--- config.mk ---
export PLATFORM = sky130hd
export DESIGN_NAME = hazard_stall_unit
export DESIGN_NICKNAME = d
export VERILOG_FILES = /design/src/rtl/hazard_stall_unit.sv
export SDC_FILE = /design/constraint.sdc
export NUM_CORES = 1
export LEC_CHECK = 0
export BUFFER_PORTS_ARGS = -buffer_cell sky130_fd_sc_hd__buf_4
export CAP_MARGIN = 40
export CORE_AREA = 5 5 68 70
export CTS_CLUSTER_DIAMETER = 40
export DETAILED_ROUTE_END_ITERATION = 8
export DIE_AREA = 0 0 73 75
export PLACE_DENSITY_LB_ADDON = 0.08
export SYNTH_ARGS = -nofsm -noshare
export SYNTH_HDL_FRONTEND = slang
export SYNTH_SLANG_ARGS = --single-unit
--- constraint.sdc ---
create_clock -name clk -period 1.7 [get_ports clk]
set_clock_uncertainty 0.1 [all_clocks]
set_input_delay 0.085 -clock clk [delete_from_list [all_inputs] [get_ports clk]]
set_output_delay 0.085 -clock clk [all_outputs]
set_load 0.02 [all_outputs]
--- src/rtl/hazard_stall_unit.sv ---
// hazard_stall_unit: MIPS D-stage stall detection from shadow E/M dst/Tnew state plus mult/div busy counter (clk, reset, IR_D in; stall, md_busy out)
module hazard_stall_unit #(
  parameter int MULT_CYCLES = 5,
  parameter int DIV_CYCLES  = 10
) (
  input  logic        clk,
  input  logic        reset,
  input  logic [31:0] IR_D,
  output logic        stall,
  output logic        md_busy
);
  logic [5:0] op, funct;
  logic [4:0] rs, rt, rd;
  logic       rtype;
  logic       addu, subu, jr, mult, multu, div, divu, mfhi, mthi, mflo, mtlo;
  logic       ori, lw, sw, beq, lui, jal;
  logic       alu_r, md_arith, md_class;
  logic       rs_use, rt_use;
  logic [1:0] rs_tuse, rt_tuse;
  logic [4:0] dst_D;
  logic [1:0] tnew_D, mdop_D;
  logic [4:0] dst_E, dst_M;
  logic [1:0] tnew_E, tnew_M, mdop_E;
  logic [3:0] md_cnt;
  logic       stall_rs, stall_rt, stall_md;
  logic       unused;
  assign op     = IR_D[31:26];
  assign rs     = IR_D[25:21];
  assign rt     = IR_D[20:16];
  assign rd     = IR_D[15:11];
  assign funct  = IR_D[5:0];
  assign unused = ^IR_D[10:6];
  assign rtype = op == 6'h00;
  assign addu  = rtype && funct == 6'h21;
  assign subu  = rtype && funct == 6'h23;
  assign jr    = rtype && funct == 6'h08;
  assign mult  = rtype && funct == 6'h18;
  assign multu = rtype && funct == 6'h19;
  assign div   = rtype && funct == 6'h1a;
  assign divu  = rtype && funct == 6'h1b;
  assign mfhi  = rtype && funct == 6'h10;
  assign mthi  = rtype && funct == 6'h11;
  assign mflo  = rtype && funct == 6'h12;
  assign mtlo  = rtype && funct == 6'h13;
  assign ori   = op == 6'h0d;
  assign lw    = op == 6'h23;
  assign sw    = op == 6'h2b;
  assign beq   = op == 6'h04;
  assign lui   = op == 6'h0f;
  assign jal   = op == 6'h03;
  assign alu_r    = addu || subu;
  assign md_arith = mult || multu || div || divu;
  assign md_class = md_arith || mfhi || mflo || mthi || mtlo;
  // Tuse: 0 = needed in D (branch compare), 1 = needed in E, 2 = needed in M (store data)
  assign rs_use  = beq || jr || alu_r || ori || lw || sw || md_arith || mthi || mtlo;
  assign rs_tuse = (beq || jr) ? 2'd0 : 2'd1;
  assign rt_use  = beq || alu_r || md_arith || sw;
  assign rt_tuse = beq ? 2'd0 : sw ? 2'd2 : 2'd1;
  always_comb begin
    dst_D  = (alu_r || mfhi || mflo) ? rd : (ori || lui || lw) ? rt : jal ? 5'd31 : 5'd0;
    tnew_D = lw ? 2'd2 : (alu_r || mfhi || mflo || ori || lui) ? 2'd1 : 2'd0;
    mdop_D = (mult || multu) ? 2'd1 : (div || divu) ? 2'd2 : 2'd0;
  end
  // dst of 0 marks an empty slot, so the reg-0 guard also covers bubbles
  assign stall_rs = rs_use && rs != 5'd0 &&
                    ((rs == dst_E && rs_tuse < tnew_E) || (rs == dst_M && rs_tuse < tnew_M));
  assign stall_rt = rt_use && rt != 5'd0 &&
                    ((rt == dst_E && rt_tuse < tnew_E) || (rt == dst_M && rt_tuse < tnew_M));
  assign stall_md = md_class && (mdop_E != 2'd0 || md_cnt != 4'd0);
  assign stall    = stall_rs || stall_rt || stall_md;
  assign md_busy  = md_cnt != 4'd0;
  always_ff @(posedge clk) begin
    if (reset) begin
      dst_E  <= 5'd0;
      tnew_E <= 2'd0;
      mdop_E <= 2'd0;
      dst_M  <= 5'd0;
      tnew_M <= 2'd0;
      md_cnt <= 4'd0;
    end else begin
      dst_E  <= stall ? 5'd0 : dst_D;
      tnew_E <= stall ? 2'd0 : tnew_D;
      mdop_E <= stall ? 2'd0 : mdop_D;
      dst_M  <= dst_E;
      tnew_M <= tnew_E == 2'd0 ? 2'd0 : tnew_E - 2'd1;
      // an op leaving E reloads the counter even while a bubble enters behind it
      md_cnt <= mdop_E == 2'd1 ? 4'(MULT_CYCLES) :
                mdop_E == 2'd2 ? 4'(DIV_CYCLES) :
                md_cnt != 4'd0 ? md_cnt - 4'd1 : 4'd0;
    end
  end
endmodule

== Yosys cells after proc, flatten, opt, wreduce, memory -nomap -nowiden ==
Cells that the tools add are included.

* Register bits after elaboration: 20
* Input port bits: 34
* Output and inout bits: 2
* Word-level logic and storage cells: 113

* $add $sub $neg: 2
* $lt $le $gt $ge: 4
* Equal/unequal tests: 23
* Muxes and demuxes: 13
* Reductions and logical operators: 62

{| class="wikitable"
|+ Operators with widths
! cell !! count
|-
| 6-bit by 5-bit == test with 1-bit output (second input constant) || 8
|-
| 1-bit logical OR || 31
|-
| 6-bit == test (second input constant) || 4
|-
| 5-bit == test || 4
|-
| 1-bit logical AND || 20
|-
| 6-bit by 4-bit == test with 1-bit output (second input constant) || 3
|-
| 5-bit two-way mux || 3
|-
| 5-bit nonzero test || 2
|-
| 2-bit two-way mux || 4
|-
| 4-bit two-way mux || 2
|-
| 6-bit by 2-bit == test with 1-bit output (second input constant) || 1
|-
| 6-bit by 3-bit == test with 1-bit output (second input constant) || 1
|-
| 6-bit logical NOT || 1
|-
| 2-bit OR reduction || 3
|-
| 3-bit OR reduction || 2
|-
| 1-bit by 2-bit less-than comparator with 1-bit output || 2
|-
| 2-bit less-than comparator || 2
|-
| 4-bit nonzero test || 1
|-
| 4-bit by 1-bit subtractor with 4-bit output (second input constant) || 1
|-
| 1-bit two-way mux || 3
|-
| 3-bit two-way mux || 1
|-
| 2-bit by 1-bit == test with 1-bit output (second input constant) || 1
|-
| 2-bit == test (second input constant) || 1
|-
| 2-bit logical NOT || 1
|-
| other kinds (2) || 2
|}

== Depth between registers and ports, before layout ==
* Word-level depth: 15
* Depth in mapped cells: 9

== Worst setup path before layout ==
No wires, ideal clock.

* Path type: input-to-output
* Start: input IR_D[26]
* End: output stall
* Arrival: 1.771 ns
* Required time: 1.515 ns
* Setup slack: -0.256 ns
* Stages: 9
* Cells stage by stage: clkbuf_2 nand4b_1 nor2_1 and2_1 ha_1 o221ai_1 a22oi_1 nor2_1 or3_1

* Word-level cells in the longest chain between the ends: 14
* Elaborated cells on any way between the ends: 55
* Those cells by class: order compare (4); eq/ne (4); mux (3); reduce/logical (44)

{| class="wikitable"
|+ Ends and longest elaborated chain
! what !! RTL line !! source
|-
| start, declared || 8 || <nowiki>input logic [31:0] IR_D,</nowiki>
|-
| parallel branches: the longest is 13 deep, another holds 2-bit less-than comparator || -- ||
|-
| 1-bit logical OR * || 70 || <nowiki>assign stall = stall_rs || stall_rt || stall_md;</nowiki>
|-
| end, declared || 9 || <nowiki>output logic stall,</nowiki>
|}

Every way passes the cells marked *.

== Worst setup path in the final report ==
* Start: register md_cnt[1]
* End: register mdop_E[1]

* Word-level cells in the longest chain between the ends: 5

{| class="wikitable"
|+ Ends and longest elaborated chain
! what !! RTL line !! source
|-
| start, declared || 24 || <nowiki>logic [3:0] md_cnt;</nowiki>
|-
| start signal, assigned || 87 || <nowiki>md_cnt <= mdop_E == 2'd1 ? 4'(MULT_CYCLES) :</nowiki>
|-
| 4-bit nonzero test || 69 || <nowiki>assign stall_md = md_class && (mdop_E != 2'd0 || md_cnt != 4'd0);</nowiki>
|-
| 1-bit logical OR || 69 ||
|-
| 1-bit logical AND || 69 ||
|-
| 1-bit logical OR || 70 ||
|-
| 3-bit OR reduction (no line) || -- ||
|-
| end signal, assigned || 83 || <nowiki>mdop_E <= stall ? 2'd0 : mdop_D;</nowiki>
|-
| end, declared || 23 || <nowiki>logic [1:0] tnew_E, tnew_M, mdop_E;</nowiki>
|}

No other way between the ends.
A chain may end at the register's enable or synchronous reset.

==> reports/results.ini <==
[worst_setup_path]
timing.rr.start=md_cnt[1]
reg2reg_to=mdop_E[1]
worstPathArrival_ns=2.13
worstSetupEndpointType=register
path_class=register to register
worstPathCellList=or4_4 > nor3_4 > nor3b_2 > buf_4 > or4b_4 > nor3_2
path_max_fanout=2
crit_slowest_cell=or4_4
cp.required_ns=1.79
critPathMaxStageDelay_ns=0.55
critPathLaunchType=register
r2r_cells=6
rrSetupSlack_ns=-0.33

[sta]
tightest_slew_ns=0.340
period_needed_ns=2.03
relSlewSlack=0.770
setup-violations-final=9
setup_slack_ns=-0.333
hold_violations=0
rsz0062_at_grt=yes
period_share=1.20
holdWs_ns=0.0296
max_freq_ghz=0.492
slew_viol_final=0

[detailed_routing]
first_iter_violations=38
post_drt_wl_per_cell_um=14.7
routed_wirelength_um=4250
ant_nets=0
via_per_inst=5.06
routed-via-count=1458
route.detailed.drc=0
drt_first_pass_iters=4

[pwr]
power.share.combinational=0.186
p_per_area_nw_per_um2=561
vdd_drop_max_mv=0.273
clkPwrFrac=0.408
internal_power_w=0.000911
power_leakage_nw=0.784
swShare=0.223
power_frac_seq=0.406
switchingPower_w=0.000261

[global_routing]
grt_pass1_vias=1533
grt_pass1_wl_um=7090
grt_max_degree=15
grt_antenna_before_repair=0
gr-total-overflow=0
track_usage=0.168

[hold_path]
hp-start=IR_D[20]
min_to=dst_E[4]
hold_path_class=input pin to register
hold-path-cell-count=3

[yosys]
avgSynthCellArea_sq_um=8.02
ys_async_sr_fraction=0
synth_cells=165
ys_seq_elements=20
synth-edff-count=0
ys_seq_area_frac=0.303
synth_warnings=0
synth_flop_cell=dfxtp_1
netlist_area_sq_um=1320
synthDistinctLibCells=40
syn_nets=202

[clocking]
path_clk_slew_ns=0.08
cts_tree=done
cts-htree-levels=1
cts_buffer_depth=2
clockRootBuffer=clkbuf_8
numCtsBuffers=3
insertion_delay_ns=0.26
clock-sinks=20

[floorplanning]
die_h_um=75
initial_utilization=0.338
coreArea_sq_um=3910
rows=23
die-area_sq_um=5480
die_w_um=73
pin_count=36

[layout]
diodes=0
final_nets=276
fin_util=0.534
drive_gt1_frac=0.387
syn_to_final_growth_pct=58.0

[placed_design]
gp_congestion=0.939
io_buffer_count=30
dp_hpwl_um=3420

[job]
drv_cap=0

[status]
violations=negative setup slack
run_status=finished with violations

[sequential cells by signal, summed over array words and instances (netlist names)]
register  count
dst_E         5
dst_M         5
md_cnt        4
mdop_E        2
tnew_E        2
tnew_M        2
[cells in the mapped netlist (all sizes together), types with 4 or more instances]
cell type | number | area (sq um)
a21oi | 7 | 35.0
a31oi | 6 | 37.5
dfxtp | 20 | 400
inv | 5 | 18.8
nand2 | 20 | 75.1
nand3 | 7 | 35.0
nand3b | 4 | 30.0
nand4 | 4 | 25.0
nor2 | 13 | 48.8
nor2b | 9 | 56.3
nor3 | 11 | 65.1
o21ai | 4 | 20.0
o22ai | 4 | 25.0
or4 | 4 | 33.8
xnor2 | 18 | 158
[timing repair]
item / in CTS / in global routing
hold endpoints to repair: 6 / 0
hold buffers: 6 / 0
pin swaps: 8 / 3
buffers inserted: 3 / 0
endpoints found under the setup margin: 9 / 10
resized for setup: 9 / 9
[metrics by stage]
step	worst slack (ns)	cell area [sq um]	instances	TNS, ns	power, W
floorplan	-0.158	1340	165	-0.284	0.000559
global placement	-0.241	1860	275	-2.08	0.000684
detailed placement	-0.335	1860	275	-2.59	0.000689
CTS	-0.368	2050	288	-2.99	0.00118
global route	-0.388	2090	288	-3.10	0.00122
finish	-0.333	2090	288	-2.48	0.00117
[placed cells by master, fill, tap and decap left out, types with 4 or more instances in the layout]
master         count
dfxtp_1           17
nand2_1           20
nand4_1            4
o22ai_1            4
buf_4             63
nand3b_1           4
nor2b_1            9
a21oi_1            6
o21ai_0            4
xnor2_1           18
a31oi_1            6
inv_1              4
nand3_1            7
nor2_1            11
nor3_1             8
dlygate4sd3_1      6
[kinds of logic after synthesis]
family / synth area share
fa+ha+maj: 0.0435
flops: 0.303
xor+xnor: 0.139
simple gates: 0.356
mux: 0.00757
buf+inv: 0.0246
compound gates: 0.127
[worst max path at each step]
| stage | startpoint | to | slack, ns | cells past startpoint |
|---|---|---|---|---|
| 6_report | md_cnt[1] | mdop_E[1] | -0.33 | 6 |
| 5_1_grt | tnew_M[1] | stall | -0.39 | 7 |
| 4_1_cts | md_cnt[1] | mdop_E[1] | -0.37 | 6 |
| 3_5_place_dp | IR_D[28] | stall | -0.33 | 10 |
| 3_3_place_gp | IR_D[26] | dst_E[0] | -0.24 | 9 |
| 2_1_floorplan | md_cnt[0] | mdop_E[1] | -0.16 | 5 |
[power groups by stage]
stage,Clock (W),Combinational (W),Sequential (W)
after floorplan,0,0.0000732,0.000485
after global placement,0,0.000197,0.000487
after detailed placement,0,0.000202,0.000487
after CTS,0.000487,0.000216,0.000476
after global routing,0.000507,0.000237,0.000476
final,0.000479,0.000218,0.000476
[area by class of cell]
| cell class | count | area [sq um] |
|---|---|---|
| repair buffers | 72 | 576 |
| clock buffers | 3 | 41.3 |
| multi-input cells | 137 | 957 |
| flip-flops and latches | 20 | 404 |
| clock inverters | 1 | 30.0 |
| fillers | 402 | 1820 |
| inverters | 5 | 18.8 |
| well taps | 50 | 62.6 |
[routing by layer]
layer	track usage	vias to the layer above	part of all wire
li1	-	739	-
met1	0.216	690	0.45
met2	0.288	25	0.50
met3	0.0200	4	0.032
met4	0.0615	0	0.012
met5	0	-	0
[critical path, delay by kind of cell, from the launching register on]
kind	cells	cell delay (ns)
DFF	1	0.32
buffers and inverters	1	0.14
and+or+nand+nor	5	1.41
No activity file was read; power rests on OpenSTA's default activity.
